**src/rtl/dram_request_queue_if.sv**
```systemverilog
// Client-side request/response bundle of the DRAM request queue.
// The client drives requests (master); the queue answers with completions (slave).
interface dram_request_queue_if #(
    parameter int unsigned ADDR_W = 27,
    parameter int unsigned DATA_W = 128
);
    logic              req_valid;
    logic              req_ready;
    logic              req_we;
    logic [ADDR_W-1:0] req_addr;
    logic [DATA_W-1:0] req_wdata;
    logic              rsp_valid;
    logic              rsp_we;
    logic [DATA_W-1:0] rsp_rdata;
    logic              rsp_error;

    modport master (
        output req_valid, req_we, req_addr, req_wdata,
        input  req_ready, rsp_valid, rsp_we, rsp_rdata, rsp_error
    );

    modport slave (
        input  req_valid, req_we, req_addr, req_wdata,
        output req_ready, rsp_valid, rsp_we, rsp_rdata, rsp_error
    );
endinterface

```
**src/rtl/dram_request_queue.sv**
```systemverilog
// Front end of the DDR3 controller: buffers client requests in an in-order FIFO, issues them one
// at a time over the level strobe / busy handshake and returns read data, acks or timeouts.
module dram_request_queue #(
    parameter int unsigned ADDR_W  = 27,
    parameter int unsigned DATA_W  = 128,
    parameter int unsigned DEPTH   = 4,
    parameter int unsigned TIMEOUT = 4096
) (
    input  logic                   clk_i,
    input  logic                   rst_ni,
    dram_request_queue_if.slave    client,
    output logic                   ctrl_read,
    output logic                   ctrl_write,
    output logic [ADDR_W-1:0]      ctrl_address,
    output logic [DATA_W-1:0]      ctrl_write_data,
    input  logic [DATA_W-1:0]      ctrl_read_data,
    input  logic                   ctrl_busy,
    output logic [$clog2(DEPTH):0] q_level
);
    localparam int unsigned PtrW = $clog2(DEPTH);
    localparam int unsigned LvlW = PtrW + 1;
    localparam int unsigned CntW = $clog2(TIMEOUT);

    typedef enum logic [1:0] {StIdle, StIssue, StWait, StCapture} state_e;

    // FIFO storage and pointers
    logic              fifo_we_q    [DEPTH];
    logic [ADDR_W-1:0] fifo_addr_q  [DEPTH];
    logic [DATA_W-1:0] fifo_wdata_q [DEPTH];
    logic [PtrW-1:0]   wr_ptr_q, rd_ptr_q;
    logic [LvlW-1:0]   level_q;
    logic              fifo_empty, fifo_full, push, pop;

    // Issue path
    state_e            state_q, state_d;
    logic              iss_we_q, iss_we_d;
    logic [ADDR_W-1:0] iss_addr_q, iss_addr_d;
    logic [DATA_W-1:0] iss_wdata_q, iss_wdata_d;
    logic [CntW-1:0]   tmo_cnt_q, tmo_cnt_d;
    logic              timeout_hit;
    logic              ctrl_read_q, ctrl_read_d;
    logic              ctrl_write_q, ctrl_write_d;

    // Completion path
    logic              rsp_valid_q, rsp_valid_d;
    logic              rsp_we_q, rsp_we_d;
    logic [DATA_W-1:0] rsp_rdata_q, rsp_rdata_d;
    logic              rsp_error_q, rsp_error_d;

    assign fifo_empty = (level_q == '0);
    assign fifo_full  = (level_q == LvlW'(DEPTH));
    assign pop        = (state_q == StIdle) && !fifo_empty && !ctrl_busy;
    // A pop in the same cycle frees the head slot, so a full FIFO can still take a request.
    assign client.req_ready = !fifo_full || pop;
    assign push             = client.req_valid && client.req_ready;

    always_ff @(posedge clk_i) begin
        if (push) begin
            fifo_we_q[wr_ptr_q]    <= client.req_we;
            fifo_addr_q[wr_ptr_q]  <= client.req_addr;
            fifo_wdata_q[wr_ptr_q] <= client.req_wdata;
        end
    end

    always_ff @(posedge clk_i or negedge rst_ni) begin
        if (!rst_ni) begin
            wr_ptr_q <= '0;
            rd_ptr_q <= '0;
            level_q  <= '0;
        end else begin
            if (push) begin
                wr_ptr_q <= wr_ptr_q + PtrW'(1);
            end
            if (pop) begin
                rd_ptr_q <= rd_ptr_q + PtrW'(1);
            end
            unique case ({push, pop})
                2'b10:   level_q <= level_q + LvlW'(1);
                2'b01:   level_q <= level_q - LvlW'(1);
                default: level_q <= level_q;
            endcase
        end
    end

    assign timeout_hit = (tmo_cnt_q == CntW'(TIMEOUT - 1));

    always_comb begin
        state_d      = state_q;
        iss_we_d     = iss_we_q;
        iss_addr_d   = iss_addr_q;
        iss_wdata_d  = iss_wdata_q;
        tmo_cnt_d    = tmo_cnt_q;
        ctrl_read_d  = ctrl_read_q;
        ctrl_write_d = ctrl_write_q;
        rsp_valid_d  = 1'b0;
        rsp_we_d     = 1'b0;
        rsp_rdata_d  = '0;
        rsp_error_d  = 1'b0;

        unique case (state_q)
            StIdle: begin
                if (pop) begin
                    iss_we_d     = fifo_we_q[rd_ptr_q];
                    iss_addr_d   = fifo_addr_q[rd_ptr_q];
                    iss_wdata_d  = fifo_wdata_q[rd_ptr_q];
                    tmo_cnt_d    = '0;
                    ctrl_write_d = fifo_we_q[rd_ptr_q];
                    ctrl_read_d  = !fifo_we_q[rd_ptr_q];
                    state_d      = StIssue;
                end
            end
            StIssue, StWait: begin
                tmo_cnt_d = tmo_cnt_q + CntW'(1);
                if (timeout_hit) begin
                    ctrl_read_d  = 1'b0;
                    ctrl_write_d = 1'b0;
                    rsp_valid_d  = 1'b1;
                    rsp_we_d     = iss_we_q;
                    rsp_error_d  = 1'b1;
                    state_d      = StIdle;
                end else if (state_q == StIssue) begin
                    // Strobe stays up until the controller is seen busy.
                    if (ctrl_busy) begin
                        ctrl_read_d  = 1'b0;
                        ctrl_write_d = 1'b0;
                        state_d      = StWait;
                    end
                end else if (!ctrl_busy) begin
                    state_d = StCapture;
                end
            end
            StCapture: begin
                // Controller read data is only valid in its first idle cycle.
                rsp_valid_d = 1'b1;
                rsp_we_d    = iss_we_q;
                rsp_rdata_d = iss_we_q ? '0 : ctrl_read_data;
                state_d     = StIdle;
            end
            default: state_d = StIdle;
        endcase
    end

    always_ff @(posedge clk_i or negedge rst_ni) begin
        if (!rst_ni) begin
            state_q      <= StIdle;
            iss_we_q     <= 1'b0;
            iss_addr_q   <= '0;
            iss_wdata_q  <= '0;
            tmo_cnt_q    <= '0;
            ctrl_read_q  <= 1'b0;
            ctrl_write_q <= 1'b0;
            rsp_valid_q  <= 1'b0;
            rsp_we_q     <= 1'b0;
            rsp_rdata_q  <= '0;
            rsp_error_q  <= 1'b0;
        end else begin
            state_q      <= state_d;
            iss_we_q     <= iss_we_d;
            iss_addr_q   <= iss_addr_d;
            iss_wdata_q  <= iss_wdata_d;
            tmo_cnt_q    <= tmo_cnt_d;
            ctrl_read_q  <= ctrl_read_d;
            ctrl_write_q <= ctrl_write_d;
            rsp_valid_q  <= rsp_valid_d;
            rsp_we_q     <= rsp_we_d;
            rsp_rdata_q  <= rsp_rdata_d;
            rsp_error_q  <= rsp_error_d;
        end
    end

    assign ctrl_read        = ctrl_read_q;
    assign ctrl_write       = ctrl_write_q;
    assign ctrl_address     = iss_addr_q;
    assign ctrl_write_data  = iss_wdata_q;
    assign q_level          = level_q;
    assign client.rsp_valid = rsp_valid_q;
    assign client.rsp_we    = rsp_we_q;
    assign client.rsp_rdata = rsp_rdata_q;
    assign client.rsp_error = rsp_error_q;
endmodule

```
**src/flat_wrapper.sv**
```systemverilog
// flat-port wrapper written by rule: the top's interface ports become plain ports
module dram_request_queue_flat 
#(
    parameter int unsigned ADDR_W  = 27,
    parameter int unsigned DATA_W  = 128,
    parameter int unsigned DEPTH   = 4,
    parameter int unsigned TIMEOUT = 4096
)
  (clk_i, rst_ni, ctrl_read, ctrl_write, ctrl_address, ctrl_write_data, ctrl_read_data, ctrl_busy, q_level, client_req_valid, client_req_we, client_req_addr, client_req_wdata, client_req_ready, client_rsp_valid, client_rsp_we, client_rsp_rdata, client_rsp_error);
  dram_request_queue_if #(.ADDR_W(ADDR_W), .DATA_W(DATA_W)) client_i ();
  input  logic clk_i;
  input  logic rst_ni;
  output logic ctrl_read;
  output logic ctrl_write;
  output logic [ADDR_W-1:0] ctrl_address;
  output logic [DATA_W-1:0] ctrl_write_data;
  input  logic [DATA_W-1:0] ctrl_read_data;
  input  logic ctrl_busy;
  output logic [$clog2(DEPTH):0] q_level;
  input wire logic [$bits(client_i.req_valid)-1:0] client_req_valid;
  input wire logic [$bits(client_i.req_we)-1:0] client_req_we;
  input wire logic [$bits(client_i.req_addr)-1:0] client_req_addr;
  input wire logic [$bits(client_i.req_wdata)-1:0] client_req_wdata;
  output wire logic [$bits(client_i.req_ready)-1:0] client_req_ready;
  output wire logic [$bits(client_i.rsp_valid)-1:0] client_rsp_valid;
  output wire logic [$bits(client_i.rsp_we)-1:0] client_rsp_we;
  output wire logic [$bits(client_i.rsp_rdata)-1:0] client_rsp_rdata;
  output wire logic [$bits(client_i.rsp_error)-1:0] client_rsp_error;
  assign client_i.req_valid = client_req_valid;
  assign client_i.req_we = client_req_we;
  assign client_i.req_addr = client_req_addr;
  assign client_i.req_wdata = client_req_wdata;
  assign client_req_ready = client_i.req_ready;
  assign client_rsp_valid = client_i.rsp_valid;
  assign client_rsp_we = client_i.rsp_we;
  assign client_rsp_rdata = client_i.rsp_rdata;
  assign client_rsp_error = client_i.rsp_error;
  dram_request_queue #(.ADDR_W(ADDR_W), .DATA_W(DATA_W), .DEPTH(DEPTH), .TIMEOUT(TIMEOUT)) u_core (.clk_i(clk_i), .rst_ni(rst_ni), .client(client_i), .ctrl_read(ctrl_read), .ctrl_write(ctrl_write), .ctrl_address(ctrl_address), .ctrl_write_data(ctrl_write_data), .ctrl_read_data(ctrl_read_data), .ctrl_busy(ctrl_busy), .q_level(q_level));
endmodule
```
**config.mk**
```make
export PLATFORM = sky130hd
export DESIGN_NAME = dram_request_queue_flat
export DESIGN_NICKNAME = d
export VERILOG_FILES = /design/src/rtl/dram_request_queue_if.sv /design/src/rtl/dram_request_queue.sv /design/src/flat_wrapper.sv
export SDC_FILE = /design/constraint.sdc
export NUM_CORES = 1
export LEC_CHECK = 0
export ABC_AREA = 1
export BUFFER_PORTS_ARGS = -buffer_cell sky130_fd_sc_hd__buf_2
export CAP_MARGIN = 20
export CORE_UTILIZATION = 56
export DETAILED_ROUTE_END_ITERATION = 12
export PLACE_DENSITY_LB_ADDON = 0.3
export RECOVER_POWER = 25
export SLEW_MARGIN = 25
export SYNTH_ARGS = -nofsm -noshare
export SYNTH_HDL_FRONTEND = slang
export SYNTH_SLANG_ARGS = --single-unit
```
**constraint.sdc**
```tcl
create_clock -name clk_i -period 10.7 [get_ports clk_i]
set_input_delay 1.07 -clock clk_i [delete_from_list [all_inputs] [get_ports clk_i]]
set_output_delay 1.07 -clock clk_i [all_outputs]
set_load 0.01 [all_outputs]
```
==> metrics.txt, run 1 <==
Hold Vio Cnt, Final 0; clk sinks roughly 930; FMAX between 200 and 300 MHz; most frequent cells in the layout nor2_1, edfxtp_1, buf_2, dfrtp_1, o21ai_0; clock-pin transition on the worst setup and hold timing paths 0.06 ns; Tot Pwr approximately 12 mW; CP arrival between 3 and 4 ns; Slowest-stage cell, CP buf_4; syn avg cell area ~13 um2; Area Growth Syn to Fin 18.7%; Seq. cell area roughly 27000 um2; most common cell after layout, fill and taps aside nor2_1; setup repair after global routing missed its margin no; Setup crit start kind flop; gr usage total between 20% and 30%; min cycle time layout roughly 3.6 ns; leakage roughly 17 nW; PostCTS Resize Cnt 0; VDD IR max between 0.00015 and 0.0002 V; Post-Syn Area ~35000 um2; Worst Hold Class in -> async; Pwr per Cell Area ~290 nW/um2; Cell variety after synth 30; initial core utilization 56.9%; Reg2Reg Depth 9; WS Path Type reg -> reg; Fill cells about 4400; crit path max fanout 66; Crit. End Element flop; flop and latch count out of synthesis around 930; Clock Skews 0.0341 ns; Clock Latency Late Sink 0.64 ns; TritonCTS buffer count between 90 and 100; crit-path cells inv_1, ha_1, inv_2, nor2_2, nand2_2, nand3_2, nand2_2, nor2_4, buf_4; total core area between 60000 and 70000 um2; largest net degree at the start of global routing just under 200; most used cell, CP nand2_2; RR Startpoint u_core.state_q[0]; max-cap violations 0; GRT overflow 0; Final TNS setup 0 ns; Multi-input gate area 6730 um2; DP HPWL approximately 52000 um; Routed wire per std cell between 20 and 25 um; global route hottest layer met2; # hold bufs at CTS 0; reg2reg end u_core.fifo_wdata_q[0][112]; Ys Warns 0; PortBufs a little under 600; Final Cycle Share 33.6%; CP max stage delay 0.89 ns; wirelength, routed approximately 88000 um; post-synthesis sequential area ratio about 77%; family with the most delay on the worst path simple AND/OR/NAND/NOR gates; Worst Path Buf+Inv 3; Mapped Cells around 2800; initial antenna violation count 49; Global Route met1 Usage approximately a third; met2 track demand over resource 46.6%; share of layout cells above drive strength 1 18.4%; Nets roughly 3600; R2R setup slack about 7 ns; global-route wire length before repair approximately 130000 um; Max clock buf depth 3; # Post-CTS Setup Buffers 0; # DRC 0; met3 GRT Util under 10%; post-route ant nets 0; row count 90; die area 62700 um2; WP data required approximately 11 ns; status completed; Worst-Margin Slew approximately 1.1 ns; via count approximately 23000; IO Pins 580; GP Congestion between 0.8 and 0.9; number of global-route vias before repair approximately 23000; vias per cell 5.48; Initial DRC Count 1891; CTS tree done; final setup violation count 0; Root Buffer clkbuf_16; syn nets 3057; Final Max Tran Viols 0; Relative slew margins 28.3%; total iterations of the first detailed-routing run 5; # H-tree levels 3; Die Wd 250 um; Die Y 250 um
==> stage by stage <==
stage	setup WS (ns)	hold slack, ns	util [%]	cell area (um2)	std cells
6_report	7.10	0.486	67.6	41000	4193
5_1_grt	6.90	0.525	67.5	41000	4187
4_1_cts	7.09	0.497	67.6	41000	4158
3_5_place_dp	6.68	0.478	62.5	38000	3984
3_3_place_gp	6.48	0.475	62.5	37900	3982
2_1_floorplan	1.96	0.453	-	34600	2758
==> cell type report <==
class	count	share of cell area, %
antenna	32	0.195
timing repair buffer	602	7.40
sequential	934	64.6
inverter	159	1.50
clock inverter	46	0.931
multi-input combinational	1510	16.4
tap	782	2.39
clock buffer	128	6.52
==> worst max path at each step <==
stage                      startpoint                          end  slack [ns]  cells after the start
floorplan                   ctrl_busy     u_core.fifo_addr_q[0][0]        1.96                      6
global placement            ctrl_busy  u_core.fifo_wdata_q[3][103]        6.48                      7
detailed placement          ctrl_busy    u_core.fifo_addr_q[0][19]        6.68                      7
CTS                 u_core.state_q[0]  u_core.fifo_wdata_q[0][115]        7.09                      9
global route        u_core.state_q[0]    u_core.fifo_addr_q[0][22]        6.90                      9
finish              u_core.state_q[0]  u_core.fifo_wdata_q[0][112]        7.10                      9
==> worst reg2reg max path, stage by stage, from the launching register on <==
cell and delay [ns]:
dfrtp_1 0.42, inv_1 0.10, ha_1 0.24, inv_2 0.06
nor2_2 0.09, nand2_2 0.22, nand3_2 0.15, nand2_2 0.19
nor2_4 0.73, buf_4 0.92
==> synth_stat cells, drive strengths merged <==
cell / number / share of area (%)
nor2: 935 / 10
edfxtp: 624 / 54
o21ai: 320 / 4.6
dfrtp: 310 / 22
inv: 158 / 1.7
a31oi: 155 / 2.8
buf: 101 / 1.6
clkbuf: 54 / 0.59
nand2: 50 / 0.58
nand3: 19 / 0.33
ha: 10 / 0.36
a21oi: 7 / 0.10
xor2: 5 / 0.13
nor3: 3 / 0.058
nand4: 2 / 0.036
clkinv: 1 / 0.014
fa: 1 / 0.058
nand3b: 1 / 0.022
nor3b: 1 / 0.036
xnor2: 1 / 0.025
==> flip-flops by register name, indices dropped and copies added (netlist names) <==
name and count:
u_core.client.rsp_valid 1, u_core.tmo_cnt_q 12, u_core.rd_ptr_q 2, u_core.client.rsp_rdata 128
u_core.iss_we_q 1, u_core.ctrl_read 1, u_core.q_level 3, u_core.ctrl_write 1
u_core.client.rsp_error 1, u_core.wr_ptr_q 2, u_core.ctrl_address 27, u_core.fifo_wdata_q 512
u_core.fifo_we_q 4, u_core.fifo_addr_q 108, u_core.client.rsp_we 1, u_core.state_q 2
u_core.ctrl_write_data 128
==> where the power goes <==
part	internal [mW]	switching (mW)
Sequential	4.83	0.400
Combinational	1.07	2.36
Clock	1.87	1.34
Total	7.77	4.09
==> cells by family after synthesis <==
family,share of synthesized area [%]
XOR/XNOR,0.152
adder cells (fa/ha/maj),0.420
AND/OR/NAND/NOR,11.3
flip-flops,76.7
buffers and inverters,3.94
AO/OA/AOI/OAI,7.54
==> metal layers <==
| layer | wire length, um | share of wire [%] |
|---|---|---|
| met1 | 30700 | 35 |
| met2 | 44800 | 51 |
| met3 | 7400 | 8.4 |
| met4 | 4810 | 5.5 |
| met5 | 142 | 0.16 |
(Power assumes the default switching activity.)
==> inputs of run 2 (changes only) <==
--- a/config.mk
+++ b/config.mk
@@ -8,7 +8,7 @@
 export ABC_AREA = 1
 export BUFFER_PORTS_ARGS = -buffer_cell sky130_fd_sc_hd__buf_2
 export CAP_MARGIN = 20
-export CORE_UTILIZATION = 56
+export CORE_UTILIZATION = 51
 export DETAILED_ROUTE_END_ITERATION = 12
 export PLACE_DENSITY_LB_ADDON = 0.3
 export RECOVER_POWER = 25
==> constraint.sdc (replaced) <==
create_clock -name clk_i -period 3 [get_ports clk_i]
set_input_delay 0.3 -clock clk_i [delete_from_list [all_inputs] [get_ports clk_i]]
set_output_delay 0.3 -clock clk_i [all_outputs]
set_load 0.01 [all_outputs]
==> metrics.txt, run 2 (synthesized netlist as in run 1, its figures left out) <==
Max clock buf depth 3 (unchanged); Root Buffer clkbuf_16; share of layout cells above drive strength 1 17.7% (-0.75 points); sequential power share 42.9% (-1.2 points); die area 68800 um2 (+9.7%); Area after DPL 38500 um2 (+1.3%); Switching Share 34.3% (-0.21 points); largest net degree at the start of global routing 244 (+23%); Die Wd 262 um (+4.7%); clk sinks 934 (unchanged); Final Cycle Share 89.1% (+55 points); IO Pins 580 (unchanged); Reg2Reg Depth 10 (+1); wirelength, routed 91100 um (+3.8%); family with the most delay on the worst path buffers and inverters; post-route ant nets 0 (unchanged); number of global-route vias before repair 24830 (+9.8%); Routed wire per std cell 19.9 um (-4.8%); Clock Latency Late Sink 0.65 ns (about the same); Die Y 262 um (+4.7%); max-cap violations 0 (unchanged); Tot Pwr 43.5 mW (+270%); total iterations of the first detailed-routing run 7 (+2); # Post-CTS Setup Buffers 0 (unchanged); GRT overflow 0 (unchanged); CP max stage delay 0.51 ns (-0.38 ns); PortBufs 579 (unchanged); total core area 67200 um2 (+11%); Hold Crit Start ctrl_busy; CP arrival 3.21 ns (-0.63 ns); Finished Layout Cells 4572 (+9.0%); internal power 28.6 mW (+270%); Initial DRC Count 1890 (-0.053%); Psw 14.9 mW (+260%); Worst Path Buf+Inv 5 (+2); most common cell after layout, fill and taps aside nor2_1; gr usage total 26.4% (-1.2 points); post-route design area 44400 um2 (+8.2%); Hold EP u_core.state_q[1]; R2R setup slack 0.33 ns (-6.78 ns); # DRC 0 (unchanged); Clock Skews 0.0210 ns (-0.0131 ns); clock-pin transition on the worst setup and hold timing paths 0.06 ns (about the same); Crit. End Element flop; WS Path Type reg -> reg; # H-tree levels 3 (unchanged); final setup violation count 0 (unchanged); Gate power share 29.6% (+0.7 points); WP data required 3.54 ns (-7.41 ns); status completed; vias per cell 5.31 (-3.1%); leakage 17.9 nW (+8.5%); TritonCTS buffer count 94 (+2.2%); crit-path cells inv_1, ha_2, inv_2, nor2_2, nand2_2, inv_8, buf_12, buf_16, nor2_1, a31oi_1; global-route wire length before repair 140000 um (+7.0%); RR Startpoint u_core.state_q[0]; most frequent cells in the layout nor2_1, edfxtp_1, buf_2, dfrtp_1, o21ai_0; Hold Vio Cnt, Final 0 (unchanged); Final TNS setup 0 ns (unchanged); Relative slew margins 37.1% (+8.8 points); placed cell count 4095 (+2.8%); Final Max Tran Viols 0 (unchanged); row count 95 (+5.6%); crit path max fanout 162 (+150%); CTS tree done; FMAX 374 MHz (+35%); reg2reg end u_core.ctrl_write_data[57]; initial antenna violation count 20 (-59%); Worst Hold Class in -> reg; Pwr per Cell Area 979 nW/um2 (+240%); Fin Hold WS 0.171 ns (-0.315 ns); DP HPWL 53000 um (+1.5%); Clk pwr share 27.5% (+0.5 points); initial core utilization 51.4% (-5.5 points); Nets 3904 (+8.5%); Setup crit start kind flop; Hold Path Cell Cnt 6; GP Congestion 0.896 (+5.8%); VDD IR max 0.000903 V (+390%); max reg flops 512 (unchanged); largest register by flop count u_core.fifo_wdata_q; via count 24279 (+5.7%); Area Growth Syn to Fin 28.5%; min cycle time layout 2.67 ns (-0.923 ns); Slowest-stage cell, CP buf_16; setup repair after global routing missed its margin no; Worst-Margin Slew 0.943 ns (-0.132 ns)
## run 2: cell count changes in the layout (fill, tap and decap cells not counted), moves of 5 or more
| cell | previous run | this run |
|---|---|---|
| diode_2 | 32 | 13 |
| bufinv_16 | 5 | 11 |
| buf_12 | 4 | 22 |
| buf_2 | 432 | 440 |
| dlygate4sd3_1 | 0 | 286 |
| buf_4 | 13 | 18 |
## run 2: area by class of cell
type	count	area, um2
multi-input cells	1510	6760
repair buffers	906	6200
diodes	13	32.5
fillers	4718	22800
inverters	159	617
clock buffers	128	2600
well taps	873	1090
flip-flops and latches	934	26500
clock inverters	49	582
## run 2: per-layer routing
metal  track usage, %  vias to the layer above  part of all wire, %
li1                 -                    11125                    -
met1             30.9                    11821                   37
met2             45.3                     1070                   50
met3             5.38                      253                  6.6
met4             15.6                       10                  5.6
met5                0                        -                0.060
## run 2: repair_timing
item	4_1_cts	5_1_grt
hold endpoints to repair	809	0
hold buffers	286	0
gates resized for setup	0	0
## run 2: power groups by stage
stage	sequential (mW)	combinational, mW	clock [mW]
2_1_floorplan	19.2	7.30	0
3_3_place_gp	18.7	12.1	0
3_5_place_dp	18.9	12.5	0
4_1_cts	18.6	12.9	12.1
5_1_grt	18.9	14.2	12.6
6_report	18.7	12.9	11.9
## run 2: tightest hold or removal path, stage by stage
cell	delay (ns)
buf_2	0.12
nand2_1	0.07
nor2_1	0.11
nor2_1	0.07
nand2_1	0.05
nand2_1	0.05
## run 2: worst max-delay path by stage
stage,startpoint,to,slack (ns),cells after the start
2_1_floorplan,u_core.state_q[1],u_core.fifo_addr_q[0][0],-0.93,9
3_3_place_gp,u_core.state_q[1],u_core.q_level[2],0.56,13
3_5_place_dp,u_core.state_q[1],u_core.q_level[2],0.50,13
4_1_cts,u_core.state_q[1],u_core.q_level[2],0.49,13
5_1_grt,u_core.state_q[0],u_core.ctrl_write_data[39],0.20,10
6_report,u_core.state_q[0],u_core.ctrl_write_data[57],0.33,10
## run 2: per-stage QoR
stage	util [%]	setup slack, ns
CTS	66.3	0.487
global placement	57.3	0.562
floorplan	-	-0.931
detailed placement	57.3	0.504
finish	66.1	0.327
global route	66.1	0.200
